[src/rtl/clk_div_ctrl.sv]
// clk_div_ctrl: applies new divider ratios only at period boundaries via a req/ack handshake.
// Define CLK_DIV_CTRL_SETTLE_EN to hold off the ack for SETTLE_PERIODS divided periods after apply.
module clk_div_ctrl #(
    parameter int N              = 4,
    parameter int DIV_RESET      = 4,
    parameter int SETTLE_PERIODS = 8
) (
    input  logic         clk_in,
    input  logic         rst_n,
    input  logic         cfg_req,
    input  logic [N-1:0] cfg_div,
    output logic         cfg_ack,
    output logic         cfg_err,
    output logic         busy,
    output logic [N-1:0] divider,
    output logic         period_tick
);
    localparam logic [N-1:0] ONE = N'(1);

    if (DIV_RESET < 1 || SETTLE_PERIODS < 1) begin : g_bad_cfg
        $error("clk_div_ctrl: DIV_RESET and SETTLE_PERIODS must be >= 1");
    end

`ifdef CLK_DIV_CTRL_SETTLE_EN
    typedef enum logic [2:0] {IDLE, WAIT_WRAP, SETTLE, DONE, RELEASE} state_t;
    localparam int SW = $clog2(SETTLE_PERIODS + 1);
    logic [SW-1:0] settle_cnt;
`else
    typedef enum logic [2:0] {IDLE, WAIT_WRAP, DONE, RELEASE} state_t;
`endif

    state_t       state;
    logic [N-1:0] shadow;
    logic [N-1:0] pending;
    logic         wrap;

    // shadow tracks the divider's own counter, so the divider must leave reset together with this block
    assign wrap        = shadow >= divider - ONE;
    assign period_tick = wrap;

    always_ff @(posedge clk_in or negedge rst_n) begin
        if (!rst_n) begin
            state   <= IDLE;
            divider <= N'(DIV_RESET);
            shadow  <= '0;
            pending <= '0;
            cfg_ack <= 1'b0;
            cfg_err <= 1'b0;
            busy    <= 1'b0;
`ifdef CLK_DIV_CTRL_SETTLE_EN
            settle_cnt <= '0;
`endif
        end else begin
            shadow  <= wrap ? '0 : shadow + ONE;
            cfg_ack <= 1'b0;
            cfg_err <= 1'b0;
            case (state)
                IDLE: if (cfg_req) begin
                    busy <= 1'b1;
                    if (cfg_div == '0) begin
                        state   <= DONE;
                        cfg_ack <= 1'b1;
                        cfg_err <= 1'b1;
                    end else begin
                        pending <= cfg_div;
                        state   <= WAIT_WRAP;
                    end
                end
                // the divider restarts its count on this same edge, so no runt period
                WAIT_WRAP: if (wrap) begin
                    divider <= pending;
`ifdef CLK_DIV_CTRL_SETTLE_EN
                    settle_cnt <= '0;
                    state      <= SETTLE;
`else
                    state   <= DONE;
                    cfg_ack <= 1'b1;
`endif
                end
`ifdef CLK_DIV_CTRL_SETTLE_EN
                SETTLE: if (wrap) begin
                    settle_cnt <= settle_cnt + SW'(1);
                    if (settle_cnt == SW'(SETTLE_PERIODS - 1)) begin
                        state   <= DONE;
                        cfg_ack <= 1'b1;
                    end
                end
`endif
                DONE: state <= RELEASE;
                RELEASE: if (!cfg_req) begin
                    state <= IDLE;
                    busy  <= 1'b0;
                end
                default: state <= IDLE;
            endcase
        end
    end
endmodule

[config.mk]
export PLATFORM = sky130hd
export DESIGN_NAME = clk_div_ctrl
export DESIGN_NICKNAME = d
export VERILOG_FILES = /design/src/rtl/clk_div_ctrl.sv
export SDC_FILE = /design/constraint.sdc
export NUM_CORES = 1
export LEC_CHECK = 0
export BUFFER_PORTS_ARGS = -buffer_cell sky130_fd_sc_hd__buf_2
export CAP_MARGIN = 20
export CORE_MARGIN = 2
export CORE_UTILIZATION = 50
export DETAILED_ROUTE_END_ITERATION = 12
export PLACE_DENSITY = 0.76
export SLEW_MARGIN = 0
export SYNTH_ARGS = -nofsm -noshare
export SYNTH_HDL_FRONTEND = slang
export SYNTH_SLANG_ARGS = --single-unit
[constraint.sdc]
create_clock -name clk_in -period 2.3 [get_ports clk_in]
set_clock_uncertainty 0.15 [all_clocks]
set_input_delay 0.23 -clock clk_in [delete_from_list [all_inputs] [get_ports clk_in]]
set_output_delay 0.23 -clock clk_in [all_outputs]
set_load 0.1 [all_outputs]
**After elaboration in Yosys (flattened, before gate mapping)**

Index checks and enable logic that the tools add are counted.

- Add/subtract/negate cells: 2
- Magnitude comparators: 1
- Equal/unequal tests: 6
- Muxes and demuxes: 14
- Bitwise logic cells: 1
- Reduce and logical (&&, ||, !) cells: 7

Operators by type and width:

| operator | count |
|---|---|
| $pmux W3 S4 | 1 |
| $mux W3 | 3 |
| $reduce_and A3 Y1 | 3 |
| $eq A3 B2 Y1 const B | 2 |
| $mux W1 | 6 |
| $ne A2 B2 Y1 const B | 3 |
| $add A4 B1 Y4 const B | 1 |
| $ge A4 B4 Y1 | 1 |
| $logic_not A4 Y1 | 1 |
| $mux W4 | 1 |
| $pmux W1 S2 | 2 |
| $sub A4 B1 Y4 const B | 1 |
| $eq A3 B1 Y1 const B | 1 |
| $logic_not A3 Y1 | 1 |
| $mux W2 | 1 |
| $reduce_and A2 Y1 | 1 |
| $reduce_bool A2 Y1 | 1 |
| $not A1 Y1 | 1 |

- Register bits: 18
- Output and inout port bits: 8

**Logic depth before layout (Yosys ltp)**

- Depth after elaboration: 4
- Gate-level depth with buffers: 8

**Worst setup path after synthesis**

OpenSTA, ideal clock, no wires.

- Path type: flip-flop to flip-flop
- Start: register divider[0]
- End: register divider[1]
- Library setup time: 126 ps
- Data arrival time: 3298 ps
- Data required time: 2024 ps
- Slack: -1274 ps
- Cell stages (with the launch flop): 9
- Buffers on the path: 0
- Period minus slack after synthesis: 3574 ps
- Cells stage by stage: dfrtp_1 inv_1 ha_1 xnor2_1 ha_1 o211ai_1 o21ai_2 nand2_2 mux2_2

- Cells in the longest elaborated chain, start to end: 3

RTL lines:

| element | RTL line | text |
|---|---|---|
| from (decl) | 15 | `output logic [N-1:0] divider,` |
| from (signal assigned) | 44 | `divider <= N'(DIV_RESET);` |
| from (signal assigned) | 71 | `divider <= pending;` |
| $sub A4 B1 Y4 | 38 | `assign wrap = shadow >= divider - ONE;` |
| $ge A4 B4 Y1 | 38 |  |
| net period_tick | 16 | `output logic period_tick` |
| $reduce_and A2 Y1 (no source line) | -- |  |

The timed path passes the listed nets, and every way through them passes these cells.
A chain may end at the register's enable or synchronous reset.

**Final worst setup path**

- Start: register divider[1]
- End: register state[0]

- Cells in the longest elaborated chain, start to end: 4

RTL lines:

| element | RTL line | text |
|---|---|---|
| $sub A4 B1 Y4 | 38 |  |
| $ge A4 B4 Y1 | 38 |  |
| $ne A2 B2 Y1 (no source line) | -- |  |
| $reduce_and A3 Y1 (no source line) | -- |  |
| to (signal assigned) | 43 | `state <= IDLE;` |
| to (signal assigned) | 61 | `state <= DONE;` |
| to (signal assigned) | 66 | `state <= WAIT_WRAP;` |
| to (decl) | 32 | `state_t state;` |

No other way between the ends.

==> impl_summary.log <==
[metrics] net count after synthesis: 91
[metrics] iteration-0 DRC count of the detailed router: 17
[metrics] ordered list of cells on the worst path: nor3_4 -> xnor2_1 -> ha_1 -> a21oi_2 -> o21ai_4 -> buf_4 -> buf_6 -> o21ai_4 -> mux2_4
[metrics] share of flip-flops with an asynchronous set or reset after synthesis: 100%
[metrics] total clock buffers created by CTS: 3
[metrics] # placed instances: 105
[metrics] Avg Vias per Cell: 5.50
[metrics] wire length per cell: 14.8 um
[metrics] via count of the first global-routing pass: 589
[metrics] antenna violations before repair: 0
[metrics] setup repair after global routing missed its margin: true
[metrics] count of max-cap constraint violations: 0
[metrics] number of distinct standard cells referenced by the synthesized netlist: 25
[metrics] detailed placement HPWL: 1200 um
[metrics] worst hold margin: 52.8 ps
[metrics] final routed DRC violation total: 0
[metrics] core utilization of the finished layout: 71.4%
[metrics] total routing resource utilization after global routing: 17.6%
[metrics] final cell count without fillers: 117
[metrics] # nets final: 117
[metrics] total via count after detailed routing: 643
[metrics] deepest level of the CTS H-tree: 1
[metrics] die width: 46.1 um
[metrics] Placer Congestion: 0.763
[metrics] Total Die Area: 0.00212 sq mm
[metrics] CP bufs+invs: 2
[metrics] first-pass GRT wire length: 2570 um
[metrics] total wirelength of the detailed-routed design: 1730 um
[metrics] vertical die dimension: 46.1 um
[metrics] actual slew at the worst max-slew pin: 485 ps
[metrics] violated checks: setup timing
[metrics] number of flops mapped to enable cells by yosys: 0
[metrics] CP Class: reg -> reg
[metrics] synthesis-stage register bit count: 17
[metrics] beginning of the worst hold path: cfg_div[0]
[metrics] Sink Count: 17
[metrics] Final Cycle Share: 104%
[metrics] final number of setup-violating endpoints: 5
[metrics] synthesized area: 886 sq um
[metrics] achievable clock frequency: 0.417 GHz
[metrics] Slowest-stage cell, CP: sky130_fd_sc_hd__dfrtp_4
[metrics] critical path peak fanout: 3
[metrics] final setup slack of the worst path: -95.8 ps
[metrics] CP Data Arrival Time: 2430 ps
[metrics] top_reg_cell synth: sky130_fd_sc_hd__dfrtp_1
[metrics] count of nets left with antenna violations after detail routing: 0
[metrics] number of instances in the synthesized netlist: 75
[metrics] RR Startpoint: divider[1]$_DFFE_PN0P_
[metrics] start point of the critical path: divider[1]$_DFFE_PN0P_
[metrics] initial cell density of the core: 52.4%
[metrics] area added between synthesis and finish: 36.2%
[metrics] largest net degree at the start of global routing: 18
[metrics] CTS Root Cell: sky130_fd_sc_hd__clkbuf_4
[metrics] share of the yosys chip area belonging to registers: 48.2%
[metrics] DRT Pass-1 Iters: 4
[metrics] I/O pin count: 15
[metrics] outcome: finished, violations left
[metrics] Synth warnings: 0
[metrics] number of port buffers: 14
[metrics] category of cells accounting for the largest share of critical-path delay: flip-flops
[metrics] share of post-route cells with drive strength above 1: 51.0%
[metrics] Max-Slew Margin vs Limit: 67.9%
[metrics] CTS tree: done
[metrics] commonest cells after routing, fill and taps aside: sky130_fd_sc_hd__dfrtp_1, sky130_fd_sc_hd__buf_2
[metrics] Inserted Diodes: 0
[metrics] cell repeated most along the worst path: sky130_fd_sc_hd__o21ai_4
[metrics] Critical Path Sink Type: register
[metrics] number of pins with negative max-slew slack in the final report: 0
[metrics] Avg Inst Size Synth: 11.8 sq um
[metrics] minimum setup slack after placement: 69.0 ps
[metrics] Setup crit start kind: register
[metrics] path type of the worst min-delay path: in -> reg
[metrics] hold violation count in the final report: 0
[metrics] CP Data Required Time: 2340 ps
[metrics] final global-route overflow total: 0
[metrics] Bufs on Longest Clock Path: 2
[metrics] Clock Pin Slew Worst Setup and Hold Paths: 100 ps
[metrics] final critical-path required period: 2400 ps
[metrics] area of the core: 0.00169 sq mm
[metrics] Std-Cell Rows: 15
[metrics] biggest cell delay along the critical path: 510 ps
[metrics] worst-skew pair later-pin latency: 290 ps
-- per-layer routing --
metal  part of all wire, %  up-vias  track usage (%)
met2                    51       12             28.9
met4                   2.1        0             10.3
met5                     0        -                0
met1                    44      313             21.9
met3                   2.5        4             2.35
li1                      -      314                -
-- area by class of cell --
| type | instances | area, sq um |
|---|---|---|
| Multi-Input combinational cell | 49 | 527 |
| Tap cell | 17 | 21.3 |
| Sequential cell | 17 | 439 |
| Fill cell | 123 | 483 |
| Clock inverter | 1 | 5.00 |
| Clock buffer | 3 | 22.5 |
| Timing Repair Buffer | 23 | 163 |
| Inverter | 7 | 28.8 |
-- what timing repair did --
action                                  4_1_cts  5_1_grt
hold buffers                                  1        0
pin swaps                                     5        2
endpoints found under the setup margin        1        7
resized for setup                             7       10
setup buffers                                 5        2
endpoints found under the hold margin        16        0
-- registers in the layout, summed over array words and instances, names as in the netlist --
name     flops
busy         1
cfg_err      1
shadow       4
pending      4
divider      4
cfg_ack      1
state        2
-- Yosys cell counts, types with 2 or more instances --
cell / count / share of area (%)
sky130_fd_sc_hd__o21ai_2: 2 / 2.0
sky130_fd_sc_hd__o21ai_0: 3 / 1.7
sky130_fd_sc_hd__a21oi_1: 3 / 1.7
sky130_fd_sc_hd__ha_1: 9 / 13
sky130_fd_sc_hd__mux2_2: 6 / 7.6
sky130_fd_sc_hd__nor2_1: 6 / 2.5
sky130_fd_sc_hd__a32o_1: 2 / 2.3
sky130_fd_sc_hd__mux2_4: 2 / 3.4
sky130_fd_sc_hd__clkbuf_1: 2 / 0.85
sky130_fd_sc_hd__xnor2_1: 3 / 3.0
sky130_fd_sc_hd__nand2_1: 2 / 0.85
sky130_fd_sc_hd__inv_1: 7 / 3.0
sky130_fd_sc_hd__dfrtp_1: 16 / 45
-- worst register-to-register path, cell delays in order (launching register included) --
cell                      delay [ps]
sky130_fd_sc_hd__dfrtp_4         510
sky130_fd_sc_hd__nor3_4          200
sky130_fd_sc_hd__xnor2_1         100
sky130_fd_sc_hd__ha_1            320
sky130_fd_sc_hd__a21oi_2         170
sky130_fd_sc_hd__o21ai_4          80
sky130_fd_sc_hd__buf_4           140
sky130_fd_sc_hd__buf_6           130
sky130_fd_sc_hd__o21ai_4         180
sky130_fd_sc_hd__mux2_4          320
-- path summary, 6_finish.rpt --
path | endpoint | cells past startpoint | slack (ps)
setup / recovery | state[0]$_DFFE_PN0P_ | 9 | -100
hold / removal | pending[0]$_DFFE_PN0P_ | 2 | 50
setup reg to reg | state[0]$_DFFE_PN0P_ | 9 | -100
hold reg to reg | shadow[0]$_DFF_PN0_ | 1 | 340
max in group asynchronous | divider[2]$_DFFE_PN1P_ | 2 | 1460
min in group asynchronous | divider[3]$_DFFE_PN0P_ | 2 | 230
-- logic make-up after synthesis --
| family | share of synthesized area [%] |
|---|---|
| adders and majority gates | 12.7 |
| DFF | 48.2 |
| buffers and inverters | 3.81 |
| xor gates and xnor gates | 3.96 |
| AOI/OAI and AO/OA | 9.18 |
| and+or+nand+nor | 10.0 |
| muxes | 12.1 |
-- stage by stage --
step	instance area [sq um]	TNS (ps)
5_1_grt	1210	-720
4_1_cts	1130	-131
6_report	1210	-310
3_3_place_gp	1020	0
2_1_floorplan	911	-4400
3_5_place_dp	1020	0
Power is left out: the tool's default activity adds up to more than one toggle a clock period on the data nets, which glitch-free logic cannot reach.
